--- config.mk ---
export PLATFORM = sky130hd
export DESIGN_NAME = seq_ones_tx
export DESIGN_NICKNAME = d
export VERILOG_FILES = /design/src/rtl/seq_ones_tx.sv
export SDC_FILE = /design/constraint.sdc
export NUM_CORES = 1
export LEC_CHECK = 0
export CORE_AREA = 2 2 83 85
export CTS_CLUSTER_SIZE = 12
export DETAILED_ROUTE_END_ITERATION = 12
export DIE_AREA = 0 0 85 87
export DONT_BUFFER_PORTS = 1
export PLACE_DENSITY_LB_ADDON = 0.05
export SETUP_SLACK_MARGIN = 0.1
export SKIP_CTS_REPAIR_TIMING = 1
export SLEW_MARGIN = 0
export SYNTH_ARGS = -nofsm -noshare
export SYNTH_HDL_FRONTEND = slang
export SYNTH_SLANG_ARGS = --single-unit
--- constraint.sdc ---
create_clock -name clk -period 3.6 [get_ports clk]
set_input_delay 0.72 -clock clk [delete_from_list [all_inputs] [get_ports clk]]
set_output_delay 0.72 -clock clk [all_outputs]
set_load 0.05 [all_outputs]
--- src/rtl/seq_ones_tx.sv ---
// -----------------------------------------------------------------------------
// seq_ones_tx
//
// Serial stimulus transmitter for the consecutive-ones detector chain.
// A parallel word is captured on a load strobe and shifted out MSB first, one
// bit per clock, followed by a single zero guard bit. Alongside the stream the
// block produces a per-bit golden flag (expect_detect: the current bit is the
// third or later consecutive 1) and a per-frame longest-run figure (max_run).
//
// Ports
//   clk            in   clock, rising edge
//   reset          in   asynchronous reset, active low
//   load           in   start request, sampled only in IDLE
//   word_in        in   [WIDTH-1:0] frame captured when load is accepted
//   repeat_en      in   sampled in GUARD: 1 = retransmit the held word at once
//   data_out       out  serial bit to the detector
//   valid          out  data_out carries a frame bit
//   busy           out  high while shifting and in the guard cycle
//   done           out  one-cycle pulse in the guard cycle
//   expect_detect  out  current bit is the 3rd or later consecutive 1
//   max_run        out  [RW-1:0] longest run of 1s in the last completed frame
//
// All outputs are registered and reflect the action taken by the state that
// was active at the most recent clock edge. Hence the first bit of a frame
// appears one edge after the load is accepted, and busy drops on the edge
// where IDLE is processed after the guard cycle.
// -----------------------------------------------------------------------------
module seq_ones_tx #(
  parameter int WIDTH = 8,
  parameter int RW    = $clog2(WIDTH + 1)
) (
  input  logic             clk,
  input  logic             reset,
  input  logic             load,
  input  logic [WIDTH-1:0] word_in,
  input  logic             repeat_en,
  output logic             data_out,
  output logic             valid,
  output logic             busy,
  output logic             done,
  output logic             expect_detect,
  output logic [RW-1:0]    max_run
);

  localparam int CW = $clog2(WIDTH);

  typedef enum logic [1:0] {
    IDLE  = 2'd0,
    SHIFT = 2'd1,
    GUARD = 2'd2
  } state_t;

  state_t           state_reg;
  logic [WIDTH-1:0] shadow_reg;   // held copy of the frame for repeats
  logic [WIDTH-1:0] shift_reg;    // MSB is the next bit to present
  logic [CW-1:0]    cnt_reg;      // index of the bit being presented
  logic [RW-1:0]    run_reg;      // run length up to the last presented bit
  logic [RW-1:0]    max_acc_reg;  // running maximum within the current frame

  logic          bit_now;
  logic [RW-1:0] run_next;
  logic [RW-1:0] max_next;

  // Run length including the bit about to be presented. Saturates so an
  // all-ones frame can never wrap back to a small count.
  always_comb begin
    bit_now  = shift_reg[WIDTH-1];
    run_next = '0;
    if (bit_now) begin
      if (run_reg == {RW{1'b1}}) begin
        run_next = run_reg;
      end else begin
        run_next = run_reg + RW'(1);
      end
    end
    max_next = (run_next > max_acc_reg) ? run_next : max_acc_reg;
  end

  always_ff @(posedge clk or negedge reset) begin
    if (!reset) begin
      state_reg     <= IDLE;
      shadow_reg    <= '0;
      shift_reg     <= '0;
      cnt_reg       <= '0;
      run_reg       <= '0;
      max_acc_reg   <= '0;
      max_run       <= '0;
      data_out      <= 1'b0;
      valid         <= 1'b0;
      busy          <= 1'b0;
      done          <= 1'b0;
      expect_detect <= 1'b0;
    end else begin
      case (state_reg)
        IDLE: begin
          data_out      <= 1'b0;
          valid         <= 1'b0;
          busy          <= 1'b0;
          done          <= 1'b0;
          expect_detect <= 1'b0;
          run_reg       <= '0;
          if (load) begin
            shadow_reg  <= word_in;
            shift_reg   <= word_in;
            cnt_reg     <= '0;
            max_acc_reg <= '0;
            state_reg   <= SHIFT;
          end
        end

        SHIFT: begin
          data_out      <= bit_now;
          valid         <= 1'b1;
          busy          <= 1'b1;
          done          <= 1'b0;
          expect_detect <= (run_next >= RW'(3));
          run_reg       <= run_next;
          max_acc_reg   <= max_next;
          shift_reg     <= shift_reg << 1;
          if (cnt_reg == CW'(WIDTH - 1)) begin
            state_reg <= GUARD;
          end else begin
            cnt_reg <= cnt_reg + CW'(1);
          end
        end

        GUARD: begin
          // Zero guard bit; publish the frame maximum and start afresh so
          // neither the run nor the maximum leaks into the next frame.
          data_out      <= 1'b0;
          valid         <= 1'b0;
          busy          <= 1'b1;
          done          <= 1'b1;
          expect_detect <= 1'b0;
          max_run       <= max_acc_reg;
          run_reg       <= '0;
          max_acc_reg   <= '0;
          if (repeat_en) begin
            shift_reg <= shadow_reg;
            cnt_reg   <= '0;
            state_reg <= SHIFT;
          end else begin
            state_reg <= IDLE;
          end
        end

        default: begin
          state_reg <= IDLE;
        end
      endcase
    end
  end

endmodule

Word-level counts from Yosys, hierarchy flattened
Index checks and enable logic that the tools add are counted.

word-level totals
  bits in registers = 38
  latch bits = 0
  RAM bits = 0
  memory bits (read-only) = 0
  bits of input ports = 12
  output and inout port bits = 9
  word-level logic and storage cells = 60
  memories = 0

cells by class
  $add $sub $neg = 2
  $mul = 0
  div/mod/pow operators = 0
  $lt $le $gt $ge = 2
  equal/unequal tests = 9
  shift-type cells = 0
  multiplexer cells = 22
  bitwise operators = 0
  reduce and logical (&&, ||, !) cells = 13

operator list
  operator             number
  $pmux 8 s3           1
  $mux 4               4
  $mux 8               2
  $pmux 4 s3           1
  $ne 2x2->1 const B   5
  $pmux 1 s2           5
  $mux 3               3
  $pmux 3 s3           1
  $pmux 4 s2           1
  $pmux 2 s3           1
  $reduce_and 3->1     2
  $reduce_bool 2->1    3
  $reduce_or 2->1      3
  $add 4x1->4 const B  1
  $eq 4x4->1 const B   1
  $ge 4x2->1 const B   1
  $gt 4x4->1           1
  $mux 2               2
  $reduce_and 2->1     2
  $reduce_and 4->1     1
  $add 3x1->3 const B  1
  $eq 3x3->1 const B   1
  $reduce_bool 3->1    1
  $eq 2x1->1 const B   1
  3 further kinds      3

Logic depth before layout (Yosys ltp)
  depth in word-level cells = 6
  depth in mapped cells = 10
  gate-level depth less buffers = 10

Least setup slack after synthesis
Ideal clock, no wire load.

  path type = reg2reg
  start point = register run_reg[0]
  end point = register max_acc_reg[1]
  library setup time = 122 ps
  data arrival time = 2,267 ps
  required time = 3,478 ps
  path slack = 1,211 ps
  stages on the path, launching flop included = 11
  buffers on the path = 0
  clock period less this slack = 2,389 ps
  cell sequence = dfrtp_1 -> ha_1 -> nand3_1 -> mux2i_1 -> nor2b_1 -> ha_1 -> nor2b_1 -> nor3_1 -> o21a_1 -> o32ai_1 -> a32o_1

on the way
  cells in the longest elaborated chain, start to end = 6
  elaborated cells on any way between the ends = 9
  those cells by class = add/sub: 1; order compare: 1; eq/ne: 2; mux: 4; reduce/logical: 1

ends and longest elaborated chain
  what                                              RTL line  RTL
  start, declared                                   57        logic [RW-1:0] run_reg;
  start signal, assigned                            117       run_reg <= run_next;
  $add 4x1->4 / $eq 4x4->1 (equally long branches)  73, 70
  $mux 4 (*)                                        70        if (run_reg == {RW{1'b1}}) begin
  $mux 4 (*)                                        69        if (bit_now) begin
  $gt 4x4->1                                        76        max_next = (run_next > max_acc_reg) ? run_next : max_acc_reg;
  $ne 2x2->1 (no source line)                       --
  $reduce_and 3->1 (no source line)                 --
  end signal, assigned                              118       max_acc_reg <= max_next;
  end, declared                                     58        logic [RW-1:0] max_acc_reg;

Every way passes the cells marked *; elsewhere a longest branch is shown, timed or not. The select of a mux whose other input is x is not followed.
A chain may end at the register's enable or synchronous reset.

Worst setup path in the final report
Same ends and word-level chain as after synthesis.

==> flow_metrics.env <==
export IMPL_post_route_drc_count=0
export IMPL_status="completed"
export IMPL_hold_class="in -> async"
export IMPL_cp_slowest_stage_delay_ns=0.44
export IMPL_syn_inst=181
export IMPL_worst_pin_slew_ns=0.6947
export IMPL_p_total_uw=1606
export IMPL_cp_start_kind="flop"
export IMPL_p_comb_frac=0.351
export IMPL_layout_worst_path_cycle_share=0.7476
export IMPL_fin_skew_ns=0.006535
export IMPL_cts_tree="built"
export IMPL_slew_violations=0
export IMPL_die_h_um=87
export IMPL_areaGrowthSynthToFinish_pct=8.780
export IMPL_vias=1357
export IMPL_vdd_drop_max_v=0.0002127
export IMPL_synth_avg_cell_area_sq_um=10.71
export IMPL_yosys_top_cells_count="38 x dfrtp_1, 21 x nand2_1, 15 x mux2_2, 11 x ha_1"
export IMPL_io_pins=21
export IMPL_worstSetupEndpointType="flop"
export IMPL_synth_area_sq_um=1938
export IMPL_yosysTopAreaCell="dfrtp_1"
export IMPL_rows=30
export IMPL_place_hpwl_mm=2.836
export IMPL_via_per_inst=5.160
export IMPL_yosys_warnings=0
export IMPL_gp_congestion=0.7612
export IMPL_p_leak_uw=0.0009628
export IMPL_grt_total_usage=0.1262
export IMPL_nets=205
export IMPL_p_seq_frac=0.457
export IMPL_cts_sinks=38
export IMPL_grt_pass1_wl_mm=7.251
export IMPL_synth_seq_cells=38
export IMPL_clock_path_buffers=2
export IMPL_synth_area_top_cells="dfrtp_1 49%, mux2_2 8.7%, ha_1 7.1%"
export IMPL_cts_root_buffer="clkbuf_8"
export IMPL_crit_arrival_ns=2.87
export IMPL_pwr_share_clk=0.192
export IMPL_hold_violations=0
export IMPL_first_global_vias=1517
export IMPL_start_util=0.2950
export IMPL_antenna_found_initial=0
export IMPL_ys_flop_type="dfrtp_1"
export IMPL_synth_edf_count=0
export IMPL_synthDistinctLibCells=37
export IMPL_p_per_area_nw_per_um2=761.8
export IMPL_synth_nets=204
export IMPL_fmax_mhz=371.5
export IMPL_drt_initial_drc_count=37
export IMPL_switching_share=0.3943
export IMPL_relSlewSlack=0.5369
export IMPL_finalSetupTns_ns=0
export IMPL_holdWs_ns=0.1185
export IMPL_drtPass1Iterations=4
export IMPL_setup_violations=0
export IMPL_yosysMostFrequentCell="dfrtp_1"
export IMPL_wl_mm=4.175
export IMPL_port_buffers=0
export IMPL_grt_max_degree=39
export IMPL_clkSlewWorstSetupHoldPaths_ns=0.08
export IMPL_path_class="reg -> reg"
export IMPL_htreeDepth=2
export IMPL_core_area_sq_um=6569
export IMPL_fin_area_sq_um=2108
export IMPL_dpl_cell_area_sq_um=2013
export IMPL_rr_startpoint="run_reg[0]$_DFFE_PN0P_"
export IMPL_intPower_uw=972.8
export IMPL_post_drt_wl_per_cell_um=15.87
export IMPL_p_switching_uw=633.3
export IMPL_fp_dieArea_sq_um=7395
export IMPL_ys_seq_area_frac=0.4906
export IMPL_synth_top_area_share=0.4906
export IMPL_rsz0062_at_grt="no"
export IMPL_maxCapViolCount=0
export IMPL_grt_ovfl_total=0
export IMPL_diodes=0
export IMPL_clk_latency_ns=0.29
export IMPL_chipWidth_um=85
export IMPL_drtAntennaViolNets=0
export IMPL_layout_drive_gt1_share=0.1585
export IMPL_slowest_stage="dfrtp_1"
export IMPL_required_ns=3.78
export IMPL_startpoint="run_reg[0]$_DFFE_PN0P_"
export IMPL_crit_fanout=5
export IMPL_cts_made_buffers=5
export IMPL_crit_path_cell_trace="ha_1 > nand3_1 > mux2i_1 > nor2b_1 > ha_1 > nor2b_1 > nor3_1 > o21a_1 > o32ai_1 > a32o_1"
export IMPL_synthArstFlopShare=1.000
export IMPL_setup_ws_ns=0.9085
export IMPL_period_needed_ns=2.692
export IMPL_dpl_worst_slack_ns=0.9314
[logic make-up (layout without fill, tap and decap cells)]
logic type / count (synthesis) / after routing / synth area share
XOR/XNOR: 1 / 1 / 0.004520
multiplexers: 16 / 16 / 0.09232
AO/OA/AOI/OAI: 53 / 53 / 0.1911
AND/OR/NAND/NOR: 50 / 50 / 0.1240
flip-flops: 38 / 38 / 0.4906
buffers and inverters: 12 / 14 / 0.02647
adder cells (fa/ha/maj): 11 / 11 / 0.07101
[path summary, 6_finish.rpt]
check,endpoint,slack [ns],depth (start not counted)
setup / recovery,max_acc_reg[1]$_DFFE_PN0P_,0.91,10
hold / removal,run_reg[3]$_DFFE_PN0P_,0.12,0
setup reg to reg,max_acc_reg[1]$_DFFE_PN0P_,0.91,10
hold reg to reg,shift_reg[4]$_DFFE_PN0P_,0.49,2
max in group asynchronous,shadow_reg[0]$_DFFE_PN0P_,3.39,0
min in group clk,shift_reg[4]$_DFFE_PN0P_,0.49,2
[layout make-up]
class / count / area (sq um)
Sequential cell: 38 / 950.9
Multi-Input combinational cell: 131 / 935.9
Timing Repair Buffer: 1 / 7.507
Clock buffer: 6 / 82.58
Fill cell: 667 / 4461
Inverter: 5 / 18.77
Tap cell: 80 / 100.1
Clock inverter: 2 / 12.51
[power groups by stage]
stage / sequential, uW / combinational [uW] / clock, uW
6_report: 735 / 564 / 308
5_1_grt: 757 / 645 / 346
4_1_cts: 736 / 572 / 332
3_5_place_dp: 744 / 568 / 0
3_3_place_gp: 737 / 549 / 0
2_1_floorplan: 714 / 463 / 0
[worst max-delay path: cells and delay by family, from the launching register on]
family	cells	cell delay (ns)
AOI/OAI and AO/OA	3	0.55
adders and majority gates	2	0.58
DFF	1	0.44
muxes	1	0.29
and+or+nand+nor	4	0.71
[through the flow]
step                      utilization  cells
final                          0.3210    263
after global routing           0.3210    263
after CTS                      0.3210    263
after detailed placement       0.3065    255
after global placement         0.3065    255
after floorplan                     -    181
[per-layer routing]
metal / track usage / wire length (um) / part of all wire
met5: 0 / 0 / 0
met4: 0.06494 / 66 / 0.016
met3: 0.03791 / 152 / 0.036
met2: 0.2145 / 2047 / 0.49
met1: 0.1436 / 1908 / 0.46
[cells in the final DEF, fill, tap and decap left out, types with 2 or more instances in the layout]
master	count
clkbuf_8	6
nand2b_1	2
ha_1	11
a21oi_1	4
nand3_1	2
nor3_1	4
dfrtp_1	38
a22oi_1	7
and2_1	2
a32o_1	2
a22o_1	8
nor2_1	10
nor2b_1	6
nand2_1	21
o21ai_0	10
o21ai_1	10
inv_1	5
mux2_2	15
(Power assumes the default switching activity.)
==> patch: new RTL, config.mk and constraints unchanged <==
Register the output `max_run` once more, cleared by the reset; this adds one clock of latency there. The other outputs are not delayed to match.
--- a/src/rtl/seq_ones_tx.sv
+++ b/src/rtl/seq_ones_tx.sv
@@ -50,6 +50,8 @@
     GUARD = 2'd2
   } state_t;
 
+  logic [RW-1:0] max_run_s0;
+
   state_t           state_reg;
   logic [WIDTH-1:0] shadow_reg;   // held copy of the frame for repeats
   logic [WIDTH-1:0] shift_reg;    // MSB is the next bit to present
@@ -84,7 +86,7 @@
       cnt_reg       <= '0;
       run_reg       <= '0;
       max_acc_reg   <= '0;
-      max_run       <= '0;
+      max_run_s0    <= '0;
       data_out      <= 1'b0;
       valid         <= 1'b0;
       busy          <= 1'b0;
@@ -132,7 +134,7 @@
           busy          <= 1'b1;
           done          <= 1'b1;
           expect_detect <= 1'b0;
-          max_run       <= max_acc_reg;
+          max_run_s0    <= max_acc_reg;
           run_reg       <= '0;
           max_acc_reg   <= '0;
           if (repeat_en) begin
@@ -151,5 +153,13 @@
     end
   end
 
+  always_ff @(posedge clk or negedge reset) begin
+    if (!reset) begin
+      max_run <= '0;
+    end else begin
+      max_run <= max_run_s0;
+    end
+  end
+
 endmodule
 
Check against the original RTL: same outputs for any inputs over 10 cycles, from zero or initial values and one cycle with reset low; that may be too few to reach the edited logic, so the function may still have changed.
==> patch against the unedited design <==
First-iteration DRC count increased by 5.4%. Utilization increased by 1.6 points. Total power increased by 5.2%. Combinational power increased by 5.7%. Sequential cell count increased by 4. Critical path depth increased by 1. Worst setup slack improved by 0.11 ns. Synthesized area increased by 6.3%. Final area increased by 4.9%. Wire length decreased by 0.36%.
==> patch: results (changes against the unedited design) <==
| Metric | Value |
|---|---|
| Outcome | `finished clean` |
| Sequential power | `802 uW (+9.1%)` |
| Cells after Synth | `187 (+3.3%)` |
| Met1 usage | `15.7% (+1.4 points)` |
| Average wire per standard cell | `15.6 microns (-1.9%)` |
| Cell total after placement | `260 (+2.0%)` |
| Placement Setup Slack | `1.03 ns (+0.0940 ns)` |
| Post-Synth XOR/XNOR Area | `0.425% (-0.027 points)` |
| Ratio of cells with drive above 1 in the final layout | `18.2% (+2.3 points)` |
| Commonest cells in the netlist | `dfrtp_1, nand2_1, o21ai_0` |
| Clock Skew | `0.00704 ns (+0.000500 ns)` |
| Hold WS | `0.116 ns (-0.00205 ns)` |
| Fillcell total | `643 (-3.6%)` |
| Routed WL | `4.16 mm (-0.36%)` |
| Final GP Congestion | `0.799 (+5.0%)` |
| Unique masters post-synth | `39 (+5.4%)` |
| Arrival time worst endpoint | `2.77 ns (-0.10 ns)` |
| First-pass GRT wire length | `7.40 mm (+2.0%)` |
| Post-synthesis sequential area ratio | `51.0% (+2.0 points)` |
| Met2 wire length | `2.11 mm (+3.2%)` |
| Met3 Usage GRT | `3.51% (-0.28 points)` |
| Mux contribution to synthesized area | `8.69% (-0.54 points)` |
| Leakage | `0.000995 uW (+3.4%)` |
| 1st-iter DRT viols | `39 (+5.4%)` |
| Max transition margin | `48.6% (-5.1 points)` |
| P_comb | `596 uW (+5.7%)` |
| Syn Nets | `210 (+2.9%)` |
| DR WL met3 | `142 microns (-6.6%)` |
| DP HPWL | `2.89 mm (+2.1%)` |
| Post-synthesis compound-gate area fraction | `17.5% (-1.6 points)` |
| Total power | `1690 uW (+5.2%)` |
-- patch: final timing paths --
check,end,cells after the start
min in group clk,max_run[2]$_DFF_PN0_,0
max in group asynchronous,shift_reg[0]$_DFFE_PN0P_,0
min reg2reg,max_run[2]$_DFF_PN0_,0
max,max_acc_reg[0]$_DFFE_PN0P_,11
max reg2reg,max_acc_reg[0]$_DFFE_PN0P_,11
min,expect_detect$_DFFE_PN0P_,0
-- patch: layout make-up --
type,count,share of cell area (%)
Multi-Input combinational cell,130,42.9
Timing Repair Buffer,1,0.339
Clock inverter,2,0.452
Clock buffer,5,3.11
Inverter,7,1.19
Sequential cell,42,47.5
Tap cell,80,4.52
-- patch: critical path, stage by stage (launching register included) --
cell	delay [ns]
dfrtp_1	0.43
ha_1	0.29
nand3_1	0.20
mux2i_1	0.17
nor2b_1	0.16
ha_1	0.27
nor2b_1	0.14
o21a_1	0.16
o21ai_0	0.16
maj3_2	0.29
nand3_1	0.10
o311ai_2	0.12
